`config.mk`:
```
export PLATFORM = sky130hd
export DESIGN_NAME = fetch_flat
export DESIGN_NICKNAME = d
export VERILOG_FILES = /design/src/rtl/fetch_pkg.sv /design/src/rtl/fetch_if.sv /design/src/rtl/fetch_skid.sv /design/src/rtl/fetch.sv /design/src/flat_wrapper.sv
export SDC_FILE = /design/constraint.sdc
export NUM_CORES = 1
export LEC_CHECK = 0
export CORE_MARGIN = 8
export CORE_UTILIZATION = 54
export CTS_CLUSTER_SIZE = 8
export DETAILED_ROUTE_END_ITERATION = 10
export PLACE_DENSITY = 0.95
export SYNTH_ARGS = -nofsm -noshare
export SYNTH_HDL_FRONTEND = slang
export SYNTH_SLANG_ARGS = --single-unit
```
`constraint.sdc`:
```
create_clock -name clk -period 22.6 [get_ports clk]
set_clock_uncertainty 0.05 [all_clocks]
set_input_delay 2.26 -clock clk [delete_from_list [all_inputs] [get_ports clk]]
set_output_delay 2.26 -clock clk [all_outputs]
set_load 0.01 [all_outputs]
```
`src/rtl/fetch_pkg.sv`:
```
// Shared types for the fetch stage.
//   common : address/word typedefs and the default reset PC.
//   pipes  : pipeline-register payloads and the fetch state encoding.
package common;
    typedef logic [63:0] addr_t;
    typedef logic [31:0] u32;

    localparam addr_t PC_RESET_DEFAULT = 64'h8000_0000;
endpackage

package pipes;
    import common::*;

    // Fetch-side exception info handed to decode with the instruction.
    typedef struct packed {
        logic       error;
        logic [3:0] code;   // 0 = instruction address misaligned
    } fetch_csr_t;

    typedef struct packed {
        logic       valid;
        addr_t      pc;
        u32         raw_instr;
        fetch_csr_t csr;
    } fetch_data_t;

    typedef enum logic [1:0] {
        FETCH,
        HOLD,
        DISCARD
    } fetch_state_t;
endpackage

```
`src/rtl/fetch_if.sv`:
```
// Instruction bus between fetch (master) and the instruction memory (slave).
//   ireq_valid/ireq_addr       : request, held until iresp_data_ok
//   iresp_data_ok/iresp_data   : response, may arrive in the request cycle
interface fetch_if;
    import common::*;

    logic  ireq_valid;
    addr_t ireq_addr;
    logic  iresp_data_ok;
    u32    iresp_data;

    modport master (
        output ireq_valid, ireq_addr,
        input  iresp_data_ok, iresp_data
    );

    modport slave (
        input  ireq_valid, ireq_addr,
        output iresp_data_ok, iresp_data
    );
endinterface

```
`src/rtl/fetch_skid.sv`:
```
// One-entry skid buffer holding a fetched {pc, instr} while decode stalls.
//   clk, reset       : clock, synchronous active-high reset
//   load             : capture in_pc/in_instr
//   drain            : entry consumed, mark empty
//   flush            : discard the entry (redirect/branch); wins over load
//   valid/pc/instr   : stored entry
module fetch_skid
    import common::*;
(
    input  logic  clk,
    input  logic  reset,
    input  logic  load,
    input  logic  drain,
    input  logic  flush,
    input  addr_t in_pc,
    input  u32    in_instr,
    output logic  valid,
    output addr_t pc,
    output u32    instr
);

    always_ff @(posedge clk) begin
        if (reset || flush) begin
            valid <= 1'b0;
        end else if (load) begin
            valid <= 1'b1;
            pc    <= in_pc;
            instr <= in_instr;
        end else if (drain) begin
            valid <= 1'b0;
        end
    end

endmodule

```
`src/rtl/fetch.sv`:
```
// Instruction-fetch stage: owns the PC, issues hold-until-data_ok requests,
// and presents the fetched instruction to decode in the dataF register.
//   clk, reset              : clock, synchronous active-high reset
//   ibus                    : instruction bus (master side)
//   branch, PCbranch        : decode redirect for the instruction in dataF
//   redirect, redirect_pc   : trap/mret redirect, highest priority
//   stallF                  : decode is not consuming dataF this cycle
//   dataF                   : registered {valid, pc, raw_instr, csr}
module fetch
    import common::*;
    import pipes::*;
#(
    parameter addr_t PC_RESET = PC_RESET_DEFAULT
) (
    input  logic        clk,
    input  logic        reset,
    fetch_if.master     ibus,
    input  logic        branch,
    input  addr_t       PCbranch,
    input  logic        redirect,
    input  addr_t       redirect_pc,
    input  logic        stallF,
    output fetch_data_t dataF
);

    fetch_state_t state, state_n;
    addr_t        pc, pc_n;
    addr_t        disc_addr, disc_n;   // address of the wrong-path request still owed
    fetch_data_t  data_n;

    logic  skid_load, skid_drain, skid_flush;
    logic  skid_valid;
    addr_t skid_pc;
    u32    skid_instr;

    logic req_valid, owed, take, slot_free, br_take, misaligned;

    assign take       = dataF.valid & ~stallF;
    assign slot_free  = ~dataF.valid | take;
    assign br_take    = branch & take;
    assign misaligned = pc[1:0] != 2'b00;

    fetch_skid u_skid (
        .clk      (clk),
        .reset    (reset),
        .load     (skid_load),
        .drain    (skid_drain),
        .flush    (skid_flush),
        .in_pc    (pc),
        .in_instr (ibus.iresp_data),
        .valid    (skid_valid),
        .pc       (skid_pc),
        .instr    (skid_instr)
    );

    // In DISCARD the pc already points at the new target; the bus must keep
    // seeing the address of the request it still owes.
    assign ibus.ireq_valid = req_valid & ~reset;
    assign ibus.ireq_addr  = (state == DISCARD) ? disc_addr : pc;

    always_ff @(posedge clk) begin
        if (reset) begin
            state     <= FETCH;
            pc        <= PC_RESET;
            dataF     <= '0;
            disc_addr <= '0;
        end else begin
            state     <= state_n;
            pc        <= pc_n;
            dataF     <= data_n;
            disc_addr <= disc_n;
        end
    end

    always_comb begin
        state_n    = state;
        pc_n       = pc;
        data_n     = dataF;
        disc_n     = disc_addr;
        skid_load  = 1'b0;
        skid_drain = 1'b0;
        skid_flush = 1'b0;

        case (state)
            FETCH:   req_valid = ~misaligned;
            HOLD:    req_valid = 1'b0;
            DISCARD: req_valid = 1'b1;
            default: req_valid = 1'b0;
        endcase
        owed = req_valid & ~ibus.iresp_data_ok;

        if (take)
            data_n.valid = 1'b0;

        if (redirect || br_take) begin
            // Any response arriving this cycle belongs to the wrong path.
            pc_n         = redirect ? redirect_pc : PCbranch;
            data_n.valid = 1'b0;
            skid_flush   = 1'b1;
            if (owed) begin
                state_n = DISCARD;
                if (state != DISCARD)
                    disc_n = pc;
            end else begin
                state_n = FETCH;
            end
        end else begin
            case (state)
                FETCH: begin
                    if (misaligned) begin
                        // Re-present the fault every time the slot frees;
                        // pc stays put until a redirect.
                        if (slot_free) begin
                            data_n.valid     = 1'b1;
                            data_n.pc        = pc;
                            data_n.raw_instr = '0;
                            data_n.csr.error = 1'b1;
                            data_n.csr.code  = 4'd0;
                        end
                    end else if (ibus.iresp_data_ok) begin
                        pc_n = pc + 64'd4;
                        if (slot_free) begin
                            data_n.valid     = 1'b1;
                            data_n.pc        = pc;
                            data_n.raw_instr = ibus.iresp_data;
                            data_n.csr       = '0;
                        end else begin
                            skid_load = 1'b1;
                            state_n   = HOLD;
                        end
                    end
                end
                HOLD: begin
                    if (slot_free && skid_valid) begin
                        data_n.valid     = 1'b1;
                        data_n.pc        = skid_pc;
                        data_n.raw_instr = skid_instr;
                        data_n.csr       = '0;
                        skid_drain       = 1'b1;
                        state_n          = FETCH;
                    end
                end
                DISCARD: begin
                    if (ibus.iresp_data_ok)
                        state_n = FETCH;
                end
                default: state_n = FETCH;
            endcase
        end
    end

endmodule

```
`src/flat_wrapper.sv`:
```
// flat-port wrapper written by rule: the top's interface ports become plain ports
module fetch_flat import common::*; import pipes::*;
#(
    parameter addr_t PC_RESET = PC_RESET_DEFAULT
)
  (clk, reset, branch, PCbranch, redirect, redirect_pc, stallF, dataF, ibus_ireq_valid, ibus_ireq_addr, ibus_iresp_data_ok, ibus_iresp_data);
  fetch_if ibus_i ();
  input  logic clk;
  input  logic reset;
  input  logic branch;
  input  addr_t PCbranch;
  input  logic redirect;
  input  addr_t redirect_pc;
  input  logic stallF;
  output fetch_data_t dataF;
  output wire logic [$bits(ibus_i.ireq_valid)-1:0] ibus_ireq_valid;
  output wire logic [$bits(ibus_i.ireq_addr)-1:0] ibus_ireq_addr;
  input wire logic [$bits(ibus_i.iresp_data_ok)-1:0] ibus_iresp_data_ok;
  input wire logic [$bits(ibus_i.iresp_data)-1:0] ibus_iresp_data;
  assign ibus_ireq_valid = ibus_i.ireq_valid;
  assign ibus_ireq_addr = ibus_i.ireq_addr;
  assign ibus_i.iresp_data_ok = ibus_iresp_data_ok;
  assign ibus_i.iresp_data = ibus_iresp_data;
  fetch #(.PC_RESET(PC_RESET)) u_core (.clk(clk), .reset(reset), .ibus(ibus_i), .branch(branch), .PCbranch(PCbranch), .redirect(redirect), .redirect_pc(redirect_pc), .stallF(stallF), .dataF(dataF));
endmodule
```
==> metrics.txt <==
root buffer cell clkbuf_16; synthesized instance count 1518; NetSw 0.0004001 W; Pre-antenna DRT Iters 8; pin count of the biggest net entering global routing 99; vias in the first global route 13470; post-route clock period utilization 0.2524; net switching fraction of the power 0.2586; library cells used by synthesis 65; WL/cell 23.04 um; CP Class register to output port; cell taking the most area after synthesis dfxtp_1; power share of the clock group 0.418; Port Buffer Count 328; CTS tree done; Clock Tree Buf Depth 3; Pwr Total 0.001547 W; synthesis-to-layout area growth 32.49%; slew at the pin closest to its max-slew limit 1.183 ns; Int Power 0.001147 W; Synth Cell Area 0.01439 mm^2; post-CTS setup buffer count 0; RSZ-0062 raised after global routing no; WP data required 20.29 ns; Post-synth ARST share 0; grt ovf 0; NumNets Final 1932; H-Tree Depth 2; ranking of synthesized cells by area dfxtp_1 (32%), edfxtp_1 (20%), a221oi_1 (5.9%); cell with the most instances after synthesis dfxtp_1; top_reg_cell synth dfxtp_1; Tmin final 5.704 ns; FF-to-FF path depth 7; Clk Latency, worst-skew pair 0.54 ns; Die Y 179.2 um; drt total wl 49170 um; Max Cap Viol 0; Post-synth EDFFs 96; first-pass GRT wire length 74280 um; Avg Inst Size Synth 9.480 um^2; Setup violations, final 0; synthesized flop and latch total 325; Static Leak 6.400 nW; setup TNS 0 ns; worst hold-check path type register to register; Starting DRT DRC Count 1484; commonest cells in the netlist dfxtp_1 (229), nand2_1 (184), nor2_1 (149); HPWL after DPL 32830 um; Worst slew margin 0.2111; Pwr per Cell Area 81.15 mW/mm^2; post-CTS sizing 0; initial antenna violation count 2; top cell type's share of synthesized area 0.3186; # clock sinks 325; Final ANT Viol Nets 0; min-delay src u_core.disc_addr[61]; final slew viol count 0; core area 0.02613 mm^2; Num CTS Buffers 46; Hold Buf Count CTS 0; Remaining DRCs 0; worst flop-to-flop path endpoint u_core.pc[50]; outcome completed; Worst Hold Depth 2; YS warnings 0; CP Launch Type register; CP Data Arrival Time 3.39 ns; Logic pwr share 0.154; Final GP Congestion 0.8791; r2r setup slk 19.20 ns; Starting Density 0.5507; R2R Path Start u_core.pc[2]; final hold vios 0; DR vias/cell 6.436; Crit Path Max Fanout 39; Critical Path Sink Type output port; sequential fraction of design power 0.428; fillers 1777; layout cell share with drive strength beyond 1 0.08459; Boundary Pins 333; Max Fclk 175.3 MHz; GR Util All Layers 0.2924; die width 179.2 um; via count 13730; Core Rows 59; Clk pin slew, worst setup/hold paths 0.05 ns; Worst Hold Endpoint u_core.disc_addr[61]; die area 0.03213 mm^2; sequential fraction of the synthesis area 0.5189; peak supply drop 0.00005222 V
## worst max-delay path, stage by stage, from the launching register on
cell and delay, ns:
dfxtp_1 0.51, nor2b_4 0.81, buf_4 0.59, mux2_2 0.43, clkdlybuf4s50_1 0.51
## layout make-up
| class | count | area, um^2 | area share |
|---|---|---|---|
| sequential | 325 | 7467 | 0.3917 |
| antenna | 2 | 5.005 | 0.0002625 |
| clock buffer | 80 | 1353 | 0.07094 |
| inverter | 5 | 18.77 | 0.0009844 |
| multi-input combinational | 1043 | 6399 | 0.3356 |
| tap | 335 | 419.2 | 0.02198 |
| timing repair buffer | 344 | 3405 | 0.1786 |
## per-layer routing
metal,global-route usage,vias to the layer above,wire length [um]
li1,-,6119,-
met1,0.3630,6541,19070
met2,0.4847,905,23290
met3,0.06529,169,4844
met4,0.1243,0,1965
met5,0,-,0
## through the flow
stage | hold slack, ns | std cells | worst slack, ns | instance area (um^2) | utilization
final | 0.4016 | 2134 | 16.90 | 19070 | 0.7296
after global routing | 0.4149 | 2134 | 16.77 | 19070 | 0.7296
after detailed placement | 0.3967 | 2052 | 16.86 | 17710 | 0.6776
after CTS | 0.4040 | 2132 | 16.90 | 19060 | 0.7294
after global placement | 0.3875 | 2052 | 17.02 | 17710 | 0.6776
after floorplan | 0.3529 | 1521 | 12.36 | 14400 | -
## cells by family (layout without fill, tap and decap cells)
group           after synthesis  after routing  share of synthesized area
buf+inv                     153            429                    0.04165
other cells                   1              6                  0.0002606
mux                          80             80                    0.06104
fa+ha+maj                     1              1                  0.0008694
xor+xnor                     28             28                    0.01704
flops                       325            325                     0.5189
simple gates                592            592                     0.1915
compound gates              338            338                     0.1688
## power by group through the flow
stage	registers [W]	clock network (W)	logic [W]
2_1_floorplan	0.000667	0	0.000115
3_3_place_gp	0.000670	0	0.000227
3_5_place_dp	0.000672	0	0.000235
4_1_cts	0.000661	0.000651	0.000238
5_1_grt	0.000665	0.000678	0.000255
6_report	0.000662	0.000647	0.000238
## flip-flops by register name (all words and copies together), names as in the netlist
register / flops
u_core.dataF: 98
u_core.disc_addr: 64
u_core.u_skid.pc: 64
u_core.u_skid.valid: 1
u_core.u_skid.instr: 32
u_core.pc: 64
u_core.state: 2
## cell usage in the layout, fill, tap and decap left out, types with 8 or more instances in the layout
master,n
a211oi_1,49
a21oi_1,83
a221oi_1,97
a22oi_1,26
a311oi_1,8
and3_1,9
buf_4,17
clkbuf_1,30
clkbuf_16,49
clkdlybuf4s50_1,326
dfxtp_1,229
edfxtp_1,96
mux2_2,62
mux2i_1,18
nand2_1,184
nand3_1,32
nand4_1,20
nor2_1,145
nor2b_1,17
nor3_1,117
nor4_1,13
o21ai_0,24
o22ai_1,8
or3_1,10
xnor2_1,20
xor2_1,8
## worst max-delay path by stage
stage | start | end | slack (ns) | cells after the start
after detailed placement | redirect | u_core.disc_addr[45] | 16.86 | 7
after CTS | u_core.state[1] | ibus_ireq_addr[62] | 16.90 | 4
after floorplan | stallF | u_core.u_skid.instr[0] | 12.36 | 5
after global routing | u_core.state[1] | ibus_ireq_addr[62] | 16.77 | 4
after global placement | redirect | u_core.disc_addr[49] | 17.02 | 7
final | u_core.state[1] | ibus_ireq_addr[62] | 16.90 | 4
No activity file was read; power rests on OpenSTA's default activity.
